--- config.mk ---
export PLATFORM = sky130hd
export DESIGN_NAME = csa_pipe_addsub
export DESIGN_NICKNAME = d
export VERILOG_FILES = /design/src/rtl/csa_pipe_addsub.sv
export SDC_FILE = /design/constraint.sdc
export NUM_CORES = 1
export LEC_CHECK = 0
export CORE_MARGIN = 2
export CORE_UTILIZATION = 56
export DETAILED_ROUTE_END_ITERATION = 8
export PLACE_DENSITY = 0.82
export SLEW_MARGIN = 15
export SYNTH_ARGS = -nofsm -noshare
export SYNTH_HDL_FRONTEND = slang
export SYNTH_SLANG_ARGS = --single-unit
--- constraint.sdc ---
create_clock -name clk -period 5.25 [get_ports clk]
set_clock_uncertainty 0.15 [all_clocks]
set_input_delay 1.05 -clock clk [delete_from_list [all_inputs] [get_ports clk]]
set_output_delay 1.05 -clock clk [all_outputs]
set_load 0.01 [all_outputs]
--- src/rtl/csa_pipe_addsub.sv ---
// csa_pipe_addsub: pipelined carry-select add/subtract.
// WIDTH bits are split into STAGES slices of SEG bits. Each stage resolves one
// slice and registers its carry for the next stage.
// Optional feature: define CSA_PIPE_SATURATE_EN to clamp Sum on signed overflow.

// One carry-select slice: both candidate sums are formed, and the incoming carry picks one.
module csa_seg #(
    parameter int SEG = 8
) (
    input  logic [SEG-1:0] a,
    input  logic [SEG-1:0] b,
    input  logic           ci,
    output logic [SEG-1:0] s,
    output logic           co,
    output logic           cmsb
);
    logic [SEG:0] sum0, sum1;

    assign sum0 = {1'b0, a} + {1'b0, b};
    assign sum1 = {1'b0, a} + {1'b0, b} + {{SEG{1'b0}}, 1'b1};
    assign {co, s} = ci ? sum1 : sum0;
    // The carry into the top bit is recovered from that bit's own sum.
    assign cmsb = a[SEG-1] ^ b[SEG-1] ^ s[SEG-1];
endmodule

module csa_pipe_addsub #(
    parameter int WIDTH  = 32,
    parameter int STAGES = 4
) (
    input  logic             clk,
    input  logic             rst_n,
    input  logic             in_valid,
    output logic             in_ready,
    input  logic [WIDTH-1:0] A,
    input  logic [WIDTH-1:0] B,
    input  logic             Cin,
    input  logic             Sub,
    output logic             out_valid,
    input  logic             out_ready,
    output logic [WIDTH-1:0] Sum,
    output logic             Cout,
    output logic             Overflow
);
    localparam int SEG = WIDTH / STAGES;

    logic                          adv, acc;
    logic [STAGES:1]               vld_q;
    logic [STAGES:0]               vld_pipe;
    logic [STAGES-1:0][WIDTH-1:0]  a_i, b_i, s_i, s_d;
    logic [STAGES-1:0][WIDTH-1:0]  a_q, b_q, s_q;
    logic [STAGES-1:0]             c_i, c_d, c_q, cmsb;
    logic [WIDTH-1:0]              sum_fin;
    logic                          ovf_d, ovf_q;
    logic                          unused_ok;

    // The whole pipe advances together, or freezes when the output is blocked.
    assign adv       = out_ready | ~out_valid;
    assign in_ready  = adv;
    assign acc       = in_valid & adv;
    assign out_valid = vld_q[STAGES];

    // Valid shift chain: bit 0 is the beat being accepted now.
    always_comb vld_pipe = {vld_q, acc};

    for (genvar k = 0; k < STAGES; k++) begin : g_stg
        logic [SEG-1:0]   seg_s;
        logic             seg_co;
        logic [WIDTH-1:0] s_nx;

        if (k == 0) begin : g_src
            // Subtraction is A + ~B + 1, so the operand is inverted and the carry forced.
            assign a_i[k] = A;
            assign b_i[k] = Sub ? ~B : B;
            assign s_i[k] = '0;
            assign c_i[k] = Sub | Cin;
        end else begin : g_chain
            assign a_i[k] = a_q[k-1];
            assign b_i[k] = b_q[k-1];
            assign s_i[k] = s_q[k-1];
            assign c_i[k] = c_q[k-1];
        end

        csa_seg #(.SEG(SEG)) u_seg (
            .a    (a_i[k][k*SEG +: SEG]),
            .b    (b_i[k][k*SEG +: SEG]),
            .ci   (c_i[k]),
            .s    (seg_s),
            .co   (seg_co),
            .cmsb (cmsb[k])
        );

        // Merge this slice into the partial sum carried down the pipe.
        always_comb begin
            s_nx = s_i[k];
            s_nx[k*SEG +: SEG] = seg_s;
        end

        assign s_d[k] = s_nx;
        assign c_d[k] = seg_co;
    end

    assign ovf_d = cmsb[STAGES-1] ^ c_d[STAGES-1];

`ifdef CSA_PIPE_SATURATE_EN
    localparam logic [WIDTH-1:0] SAT_MAX = {1'b0, {(WIDTH-1){1'b1}}};
    localparam logic [WIDTH-1:0] SAT_MIN = {1'b1, {(WIDTH-1){1'b0}}};
    // On overflow both effective operands share a sign; clamp toward that sign.
    always_comb begin
        sum_fin = s_d[STAGES-1];
        if (ovf_d) sum_fin = a_i[STAGES-1][WIDTH-1] ? SAT_MIN : SAT_MAX;
    end
`else
    assign sum_fin = s_d[STAGES-1];
`endif

    // Stage registers: clear on reset, load all stages together on advance.
    always_ff @(posedge clk) begin
        if (!rst_n) begin
            vld_q <= '0;
            a_q   <= '0;
            b_q   <= '0;
            s_q   <= '0;
            c_q   <= '0;
            ovf_q <= 1'b0;
        end else if (adv) begin
            vld_q           <= vld_pipe[STAGES-1:0];
            a_q             <= a_i;
            b_q             <= b_i;
            s_q             <= s_d;
            s_q[STAGES-1]   <= sum_fin;
            c_q             <= c_d;
            ovf_q           <= ovf_d;
        end
    end

    assign Sum      = s_q[STAGES-1];
    assign Cout     = c_q[STAGES-1];
    assign Overflow = ovf_q;

    // The last stage's forwarded operands and the inner slice MSB carries have no consumer.
    assign unused_ok = ^{a_q[STAGES-1], b_q[STAGES-1], cmsb, vld_pipe[STAGES]};
endmodule

==> reports/summary.txt <==
final setup vio count: 0
fill count: 1168
Distinct cells, synth: 58
crit path launch: B[0]
Mean Syn Cell Area: 8.192 um2
Syn Nets: 1144
FF-to-FF setup slack: 2100 ps
most common cell in the netlist: nand2_1
clk buf depth: 2
via count: 7020
Port Buffers: 105
Yosys Warn Count: 0
CTS tree: done
CP endpoint kind: flop
Post-Syn Area: 8462 um2
CP Max Fanout: 3
hold slack final: 299.1 ps
#FFs+latches synth: 185
Residual DRC: 0
max_slew headroom: 0.4183
Hold Crit Start: Sum[5]
Clock power frac: 0.390
Overflow after GRT: 0
Async SR Flop Fraction: 0
register area share after synthesis: 0.4377
IO Pins: 106
GRT Overall Usage: 0.2256
Detailed Place HPWL: 12.19 mm
sequential fraction of design power: 0.472
final period utilization: 0.7367
class of the worst hold path: reg -> reg
sw frac: 0.2423
Post-CTS Setup Inserts: 0
Yosys top cell area share: 0.4377
DIE AREA: 16110 um2
kind of critical path: in -> reg
main flop type after synthesis: dfxtp_1
Placer Congestion: 0.8240
Leak Pwr: 0.003981 uW
Tmin final: 3868 ps
DRT Pass-1 Iters: 5
measured slew at the worst slew-check pin: 872.6 ps
Post-CTS Hold Buffers: 0
final hold vios: 0
internal power: 2503 uW
Synth area leader: dfxtp_1
Routed WL: 17.78 mm
Initial DRC Count: 660
post-CTS sizing: 0
area grow syn2layout: 20.14%
core area: 14640 um2
Post-DRT Antenna Nets: 0
die width: 126.9 um
number of antenna violations at the first check in global routing: 0
die height: 126.9 um
Critical Path RT: 5400 ps
layout cell share with drive strength beyond 1: 0.04775
largest net degree at the start of global routing: 98
Root Buffer: clkbuf_16
FF+latch area: 3704 um2
Net Switching: 800.6 uW
Skew-Pair Late Insertion Delay: 430 ps
most common library cells after synthesis: 264 x nand2_1, 185 x dfxtp_1, 141 x a21oi_1, 70 x nor2_1, 58 x clkbuf_1
Slew Viols, Final: 0
via-per-instance ratio: 5.421
H-tree depth: 4
CTS Buf Count: 17
vias in the first global route: 6375
Starting Density: 0.5778
clock slew seen by the registers of the worst setup and hold paths: 60 ps
Cells after Synth: 1033
FMAX: 258.6 MHz
unrepaired setup endpoints after global routing: false
Comb power frac: 0.139
clock sinks: 185
Final #Nets: 1210
Post-synth EDFFs: 0
WL per Instance: 13.73 um
Multi-input gate area: 4431 um2
pwr/cell area: 325.0 nW/um2
FF-to-FF Start: a_i[120]
Setup TNS Final: 0 ps
global-route wire length before repair: 29.79 mm
run status: completed
WP data arrival: 4020 ps
startpoint types: input port
Synth area leaders: dfxtp_1 44%, nand2_1 12%, a21oi_1 8.3%
worst vdd ir: 0.2470 mV
Max Cap Viol: 0
Rows: 44
==> layout make-up <==
| type | count | area share |
|---|---|---|
| multi-input cells | 761 | 0.4358 |
| clock inverters | 8 | 0.01182 |
| well taps | 184 | 0.02265 |
| diodes | 1 | 0.0002462 |
| flip-flops and latches | 185 | 0.3643 |
| clock buffers | 22 | 0.04665 |
| inverters | 21 | 0.008492 |
| repair buffers | 113 | 0.1100 |
==> cells by family (layout without fill, tap and decap cells) <==
family                   count (synthesis)  after routing  synth area share
XOR/XNOR                                74             74           0.07659
multiplexers                             3              3          0.003549
buffers and inverters                   87            164           0.03963
AO/OA/AOI/OAI                          257            257            0.1910
AND/OR/NAND/NOR                        386            386            0.1873
other                                    0              1                 0
adder cells (fa/ha/maj)                 41             41           0.06417
flip-flops                             185            185            0.4377
==> routing by layer <==
| layer | vias up | part of all wire | global-route usage |
|---|---|---|---|
| li1 | 3638 | - | - |
| met1 | 3196 | 0.49 | 0.3248 |
| met2 | 160 | 0.44 | 0.3412 |
| met3 | 26 | 0.046 | 0.04260 |
| met4 | 0 | 0.017 | 0.07692 |
| met5 | - | 0 | 0 |
==> power by group through the flow <==
stage                     clock network [uW]  registers (uW)  logic (uW)
final                                   1290            1560         458
after global routing                    1350            1570         510
after CTS                               1300            1560         458
after detailed placement                   0            1590         452
after global placement                     0            1580         438
after floorplan                            0            1580         302
==> path summary, 6_finish.rpt <==
check	to	depth (start not counted)
worst max register to register	Overflow	9
worst min-delay path	Sum[5]	2
worst min register to register	Sum[5]	2
worst max-delay path	g_stg[1].s_nx[7]	11
==> state kept, by name (all words and copies together) (netlist names) <==
signal	flops
a_i	48
b_i	48
g_stg.s_nx	48
Sum	32
c_q	4
vld_q	4
Overflow	1
==> through the flow <==
stage	total power, uW	util	instance area, um2	setup slack (ps)	std cells
finish	3304	0.6942	10170	1382	1295
detailed placement	2039	0.6535	9569	1011	1264
global route	3424	0.6940	10160	1161	1294
global placement	2021	0.6535	9569	1093	1264
floorplan	1879	-	8462	1087	1033
CTS	3313	0.6940	10160	1448	1294
==> worst max-delay path, cell delays in order <==
cell and delay [ps]:
clkdlybuf4s50_1 470, xor2_1 150, ha_1 190, inv_1 60, fa_1 390, xor2_1 190
nor4b_1 470, nand4bb_1 240, a2111oi_0 550, xnor2_1 180, a21oi_1 80
==> layout by cell type (no fill, tap or decap), drive strengths merged, types with 8 or more instances in the layout <==
cell / instances
ha: 37
xor2: 22
nand3: 11
nor3: 8
dfxtp: 185
clkbuf: 22
nand2: 264
nor2: 70
a21oi: 141
clkdlybuf4s50: 104
xnor2: 52
buf: 9
a211oi: 49
o21ai: 17
o21a: 8
inv: 21
Power figures use the tool's default switching activity.
